File: config.mk
export PLATFORM = sky130hd
export DESIGN_NAME = tst_dout_stat
export DESIGN_NICKNAME = d
export VERILOG_FILES = /design/src/rtl/tst_dout_stat.sv
export SDC_FILE = /design/constraint.sdc
export NUM_CORES = 1
export LEC_CHECK = 0
export CAP_MARGIN = 20
export CORE_MARGIN = 2
export CORE_UTILIZATION = 57
export CTS_BUF_LIST = sky130_fd_sc_hd__clkbuf_8
export DETAILED_ROUTE_END_ITERATION = 6
export PLACE_DENSITY_LB_ADDON = 0.25
export SLEW_MARGIN = 0
export SYNTH_ARGS = -nofsm -noshare
export SYNTH_HDL_FRONTEND = slang
export SYNTH_SLANG_ARGS = --single-unit
File: constraint.sdc
create_clock -name clk -period 10.05 [get_ports clk]
set_input_delay 1.5075 -clock clk [delete_from_list [all_inputs] [get_ports clk]]
set_output_delay 1.5075 -clock clk [all_outputs]
set_load 0.02 [all_outputs]
File: src/rtl/tst_dout_stat.sv
// Output-monitor statistics block: picks up window updates from the fast-domain
// monitor through a toggle synchronizer and keeps window values, saturating
// totals, the first-output latency and a small run-state FSM.
module tst_dout_stat #(
    parameter int unsigned SYNC_STAGES = 2,
    parameter int unsigned ACCW        = 32
) (
    input  logic              clk,
    input  logic              rstn,
    input  logic              clr,
    input  logic              mon_vld_tgl,
    input  logic [6:0]        mon_cnt,
    input  logic [6:0]        mon_err,
    input  logic [11:0]       mon_idl,
    input  logic [15:0]       mon_lat,
    input  logic              mon_done,
    output logic              upd,
    output logic [6:0]        win_cnt,
    output logic [6:0]        win_err,
    output logic [11:0]       win_idl,
    output logic [ACCW-1:0]   tot_vld,
    output logic [ACCW-1:0]   tot_err,
    output logic [ACCW+7:0]   tot_idl,
    output logic [15:0]       lat,
    output logic              sat,
    output logic              err_sticky,
    output logic [1:0]        state,
    output logic              pass
);

    localparam int unsigned IDLW  = ACCW + 8;
    localparam int unsigned SUMW  = ACCW + 1;
    localparam int unsigned ISUMW = IDLW + 1;
    localparam int unsigned ARMW  = 3;

    // Edges to let the chain settle after reset so the initial toggle level is ignored
    localparam logic [ARMW-1:0] ARM_DONE = ARMW'(SYNC_STAGES + 1);

    localparam logic [1:0] ST_IDLE = 2'd0;
    localparam logic [1:0] ST_WAIT = 2'd1;
    localparam logic [1:0] ST_RUN  = 2'd2;
    localparam logic [1:0] ST_DONE = 2'd3;

    logic [SYNC_STAGES-1:0] sync_q, sync_d;
    logic                   dly_q, dly_d;
    logic [ARMW-1:0]        arm_q, arm_d;
    logic                   upd_det;

    logic              upd_q, upd_d;
    logic [6:0]        win_cnt_q, win_cnt_d;
    logic [6:0]        win_err_q, win_err_d;
    logic [11:0]       win_idl_q, win_idl_d;
    logic [ACCW-1:0]   tot_vld_q, tot_vld_d;
    logic [ACCW-1:0]   tot_err_q, tot_err_d;
    logic [IDLW-1:0]   tot_idl_q, tot_idl_d;
    logic [15:0]       lat_q, lat_d;
    logic              sat_q, sat_d;
    logic              err_sticky_q, err_sticky_d;
    logic [1:0]        state_q, state_d;
    logic              pass_q, pass_d;

    logic [SUMW-1:0]   vld_sum;
    logic [SUMW-1:0]   err_sum;
    logic [ISUMW-1:0]  idl_sum;
    logic [ACCW-1:0]   vld_nxt;
    logic [ACCW-1:0]   err_nxt;
    logic [IDLW-1:0]   idl_nxt;
    logic              any_ovf;
    logic              acc_en;

    // Toggle synchronizer, delay flop and post-reset arming counter
    always_comb begin
        sync_d = {sync_q[SYNC_STAGES-2:0], mon_vld_tgl};
        dly_d  = sync_q[SYNC_STAGES-1];
        arm_d  = (arm_q == ARM_DONE) ? arm_q : arm_q + ARMW'(1);
    end

    assign upd_det = (arm_q == ARM_DONE) && (sync_q[SYNC_STAGES-1] ^ dly_q);

    // Synchronizer registers; untouched by clr
    always_ff @(posedge clk or negedge rstn) begin
        if (!rstn) begin
            sync_q <= '0;
            dly_q  <= 1'b0;
            arm_q  <= '0;
        end else begin
            sync_q <= sync_d;
            dly_q  <= dly_d;
            arm_q  <= arm_d;
        end
    end

    // Saturating adders: one extra bit catches the carry, which clamps to all-ones
    always_comb begin
        vld_sum = {1'b0, tot_vld_q} + SUMW'(mon_cnt);
        err_sum = {1'b0, tot_err_q} + SUMW'(mon_err);
        idl_sum = {1'b0, tot_idl_q} + ISUMW'(mon_idl);
        vld_nxt = vld_sum[SUMW-1] ? '1 : vld_sum[ACCW-1:0];
        err_nxt = err_sum[SUMW-1] ? '1 : err_sum[ACCW-1:0];
        idl_nxt = idl_sum[ISUMW-1] ? '1 : idl_sum[IDLW-1:0];
        any_ovf = vld_sum[SUMW-1] | err_sum[SUMW-1] | idl_sum[ISUMW-1];
    end

    // Next-state for FSM, captures and accumulators
    always_comb begin
        upd_d        = 1'b0;
        win_cnt_d    = win_cnt_q;
        win_err_d    = win_err_q;
        win_idl_d    = win_idl_q;
        tot_vld_d    = tot_vld_q;
        tot_err_d    = tot_err_q;
        tot_idl_d    = tot_idl_q;
        lat_d        = lat_q;
        sat_d        = sat_q;
        err_sticky_d = err_sticky_q;
        state_d      = state_q;
        acc_en       = 1'b0;

        if (clr) begin
            win_cnt_d    = '0;
            win_err_d    = '0;
            win_idl_d    = '0;
            tot_vld_d    = '0;
            tot_err_d    = '0;
            tot_idl_d    = '0;
            lat_d        = '0;
            sat_d        = 1'b0;
            err_sticky_d = 1'b0;
            state_d      = ST_IDLE;
        end else if (upd_det) begin
            upd_d     = 1'b1;
            win_cnt_d = mon_cnt;
            win_err_d = mon_err;
            win_idl_d = mon_idl;

            case (state_q)
                ST_IDLE: state_d = ST_WAIT;
                ST_WAIT: if (mon_cnt != 7'd0) state_d = ST_RUN;
                ST_RUN:  if (mon_done && (mon_cnt == 7'd0)) state_d = ST_DONE;
                ST_DONE: if (mon_cnt != 7'd0) state_d = ST_RUN;
                default: state_d = ST_IDLE;
            endcase

            // Windows count while running, including the one that (re)starts the run
            acc_en = (state_q == ST_RUN) || (state_d == ST_RUN);
            if (acc_en) begin
                tot_vld_d = vld_nxt;
                tot_err_d = err_nxt;
                tot_idl_d = idl_nxt;
                if (any_ovf) sat_d = 1'b1;
            end

            if ((state_q == ST_WAIT) || (state_q == ST_RUN)) lat_d = mon_lat;
            if ((state_q != ST_IDLE) && (mon_err != 7'd0)) err_sticky_d = 1'b1;
        end

        pass_d = (state_d == ST_DONE) && (tot_err_d == '0) && (tot_vld_d != '0);
    end

    // Statistics and FSM registers
    always_ff @(posedge clk or negedge rstn) begin
        if (!rstn) begin
            upd_q        <= 1'b0;
            win_cnt_q    <= '0;
            win_err_q    <= '0;
            win_idl_q    <= '0;
            tot_vld_q    <= '0;
            tot_err_q    <= '0;
            tot_idl_q    <= '0;
            lat_q        <= '0;
            sat_q        <= 1'b0;
            err_sticky_q <= 1'b0;
            state_q      <= ST_IDLE;
            pass_q       <= 1'b0;
        end else begin
            upd_q        <= upd_d;
            win_cnt_q    <= win_cnt_d;
            win_err_q    <= win_err_d;
            win_idl_q    <= win_idl_d;
            tot_vld_q    <= tot_vld_d;
            tot_err_q    <= tot_err_d;
            tot_idl_q    <= tot_idl_d;
            lat_q        <= lat_d;
            sat_q        <= sat_d;
            err_sticky_q <= err_sticky_d;
            state_q      <= state_d;
            pass_q       <= pass_d;
        end
    end

    assign upd        = upd_q;
    assign win_cnt    = win_cnt_q;
    assign win_err    = win_err_q;
    assign win_idl    = win_idl_q;
    assign tot_vld    = tot_vld_q;
    assign tot_err    = tot_err_q;
    assign tot_idl    = tot_idl_q;
    assign lat        = lat_q;
    assign sat        = sat_q;
    assign err_sticky = err_sticky_q;
    assign state      = state_q;
    assign pass       = pass_q;

endmodule

==> flow_summary_export.csv <==
group,metric,value,unit
power,p_comb_frac,0.239,
timing,setup_ws,4.82,ns
power,leakagePower,4.98,nW
timing,hold_ws,0.372,ns
placement,place_congestion,0.962,
floorplanning,ioPinCount,199,
floorplanning,start_util,0.585,
yosys,synth_area_leaders,"dfrtp_1 42%, nand2_1 6.8%, a21oi_1 5.4%, ha_1 4.4%, o21ai_0 3.6%",
detailed_routing,wl,29000,um
final_layout,multi_input_area,5100,sq um
detailed_routing,viasPerCell,6.46,
timing,finalCriticalPeriod,5.23,ns
timing,rsz0062_at_grt,"no",
detailed_routing,drc,1,
critical_path,required,10.46,ns
hold_path,timing.hold.worst.class,"reg -> reg",
placement,numPortBuffers,198,
final_layout,drive_gt1_frac,0.0523,
cts,cts-buffers-inserted,17,
cts,cts_root_buffer,"clkbuf_8",
cts,clk_pin_slew,0.10,ns
final_layout,area_growth_syn_to_layout,26.7,%
power,p_clk_frac,0.302,
global_route,grt_max_degree,99,
detailed_routing,routedWlPerCell,19.6,um
timing,tightest_slew,1.06,ns
yosys,synth_seq_cells,158,
yosys,synth.avg_cell_area,8.64,sq um
floorplanning,die_y,132,um
detailed_routing,vias,9552,
yosys,synth_edf_count,0,
yosys,syn_area,9330,sq um
floorplanning,core,15900,sq um
final_layout,final_cell_mix,"196 x clkdlybuf4s50_1, 168 x nand2_1, 158 x dfrtp_1",
yosys,synthesis.nets,1163,
timing,setup-violations-final,0,
cts,clock_path_buffers,2,
global_route,grt_first_pass_wirelength,47100,um
run_status,failed_checks,"DRC",
yosys,seq_area_frac_synth,0.424,
power,switching_power,515,uW
cts,cts.sinks,158,
critical_path,rr_startpoint,"arm_q[0]",
global_route,groute.usage.overall,0.331,
cts,cts_max_level,4,
placement,dp_hpwl,20000,um
yosys,netlist.area_leader.share,0.424,
timing,fin_setup_tns,0,ns
detailed_routing,ant_nets,0,
global_route,antenna_found_initial,0,
critical_path,reg2reg_slack,5.84,ns
yosys,synth_top_area_cell,"dfrtp_1",
timing,maxSlewHeadroom,0.293,
cts,post_cts_resize_count,0,
hold_path,hold_end,"sync_q[1]",
cts,tritoncts,"yes",
yosys,synth_warnings,0,
power,switching_share,0.344,
cts,postCtsSetupRepairBufs,0,
power,p_int,982,uW
critical_path,worstPathMaxFanout,12,
critical_path,start_kind,"input port",
hold_path,worstHoldStart,"sync_q[0]",
final_layout,fin_nets,1333,
run_status,outcome,"complete, but fails checks",
timing,skew,0.0116,ns
critical_path,rr_worst_depth,11,
power,power_density,127,nW/um^2
final_layout,regArea,3950,sq um
floorplanning,core.rowCount,46,
final_layout,layout_commonest_cell,"clkdlybuf4s50_1",
yosys,async_flop_share,1.00,
critical_path,worstSetupPathType,"in -> reg",
timing,final-hold-violation-count,0,
global_route,overflow,0,
final_layout,fill_cells,1212,
yosys,synth_ff_type,"dfrtp_1",
critical_path,rr_endpoint,"pass",
flow_run,cap_violations,0,
detailed_routing,drt_first_iter_violations,1135,
timing,max_clock_freq,191,MHz
floorplanning,dieArea,17400,sq um
final_layout,diodes,0,
final_layout,utilization,0.742,
cts,hold_buffers,0,
timing,fin_crit_sh,0.521,
critical_path,arrival,5.64,ns
detailed_routing,drt_first_pass_iters,7,
floorplanning,die_w,132,um
yosys,post_synth_num_cell_types,66,
timing,slew_violations,0,
critical_path,crit_path_end_kind,"register",
hold_path,hold_depth,0,
placement,place_ws,4.41,ns
power,vdd_drop_max,0.0901,mV
yosys,synthCells,1080,
cts,clk_latency,0.47,ns
power,p_seq_frac,0.459,
global_route,first_global_vias,9174,
cells by family after synthesis:
kind of cell	count (synthesis)	synth area share
simple gates	459	0.245
xor+xnor	24	0.0225
mux	7	0.00764
buf+inv	78	0.0330
compound gates	318	0.218
fa+ha+maj	36	0.0507
flops	158	0.424
cells in the mapped netlist (all sizes together) (11+ instances only):
cell	n
clkbuf	52
a21oi	101
nand3	42
o21ai	67
nand4	28
a31oi	25
a22o	11
and2	18
and3	26
inv	20
a211oi	12
nor3	35
nor4	15
ha	33
o31ai	11
dfrtp	158
and4	19
xnor2	15
a21o	14
nor2	64
nand2	169
a311oi	15
routing by layer:
metal / up-vias / routed length [um] / track usage
met5: - / 0 / 0
met4: 0 / 903 / 0.142
met3: 82 / 3020 / 0.0838
met2: 575 / 13200 / 0.514
met1: 4528 / 11900 / 0.443
li1: 4367 / - / -
power by group through the flow:
stage	logic, mW	clock network (mW)	registers, mW
3_3_place_gp	0.345	0	0.698
5_1_grt	0.388	0.482	0.690
2_1_floorplan	0.177	0	0.725
3_5_place_dp	0.352	0	0.697
6_report	0.358	0.452	0.686
4_1_cts	0.354	0.455	0.686
registers in the layout (all words and copies together) (netlist names):
| signal | flops |
|---|---|
| dly_q | 1 |
| win_cnt | 7 |
| tot_vld | 32 |
| upd | 1 |
| err_sticky | 1 |
| state | 2 |
| pass | 1 |
| win_err | 7 |
| tot_err | 32 |
| sat | 1 |
| win_idl | 12 |
| tot_idl | 40 |
| arm_q | 3 |
| lat | 16 |
| sync_q | 2 |
worst max path at each step:
stage	cells past startpoint	slack [ns]	start	to
6_report	12	4.82	mon_err[0]	pass
3_5_place_dp	12	4.41	mon_err[0]	pass
3_3_place_gp	10	4.56	mon_cnt[1]	pass
2_1_floorplan	12	5.45	mon_err[0]	pass
4_1_cts	12	4.91	mon_err[0]	pass
5_1_grt	12	4.60	mon_err[0]	pass
layout make-up:
cell class / count / share of cell area
well taps: 216 / 0.0229
multi-input cells: 844 / 0.431
repair buffers: 209 / 0.174
flip-flops and latches: 158 / 0.334
clock buffers: 17 / 0.0198
inverters: 20 / 0.00635
clock inverters: 15 / 0.0108
through the flow:
step / power [mW] / cell area, sq um / std cells
after floorplan: 0.902 / 9330 / 1080
after global placement: 1.04 / 11500 / 1447
after detailed placement: 1.05 / 11500 / 1447
after CTS: 1.49 / 11800 / 1479
after global routing: 1.56 / 11800 / 1479
final: 1.50 / 11800 / 1479
critical path: stages:
cell and delay [ns]:
clkdlybuf4s50_1 0.46, ha_1 0.25, fa_1 0.41, a211oi_1 0.48
o21bai_1 0.23, nand4_1 0.40, nand2_1 0.18, o221a_2 0.28
or4b_1 0.51, or4_1 0.49, nor4_1 0.22, and4b_1 0.22
(Power assumes the default switching activity.)
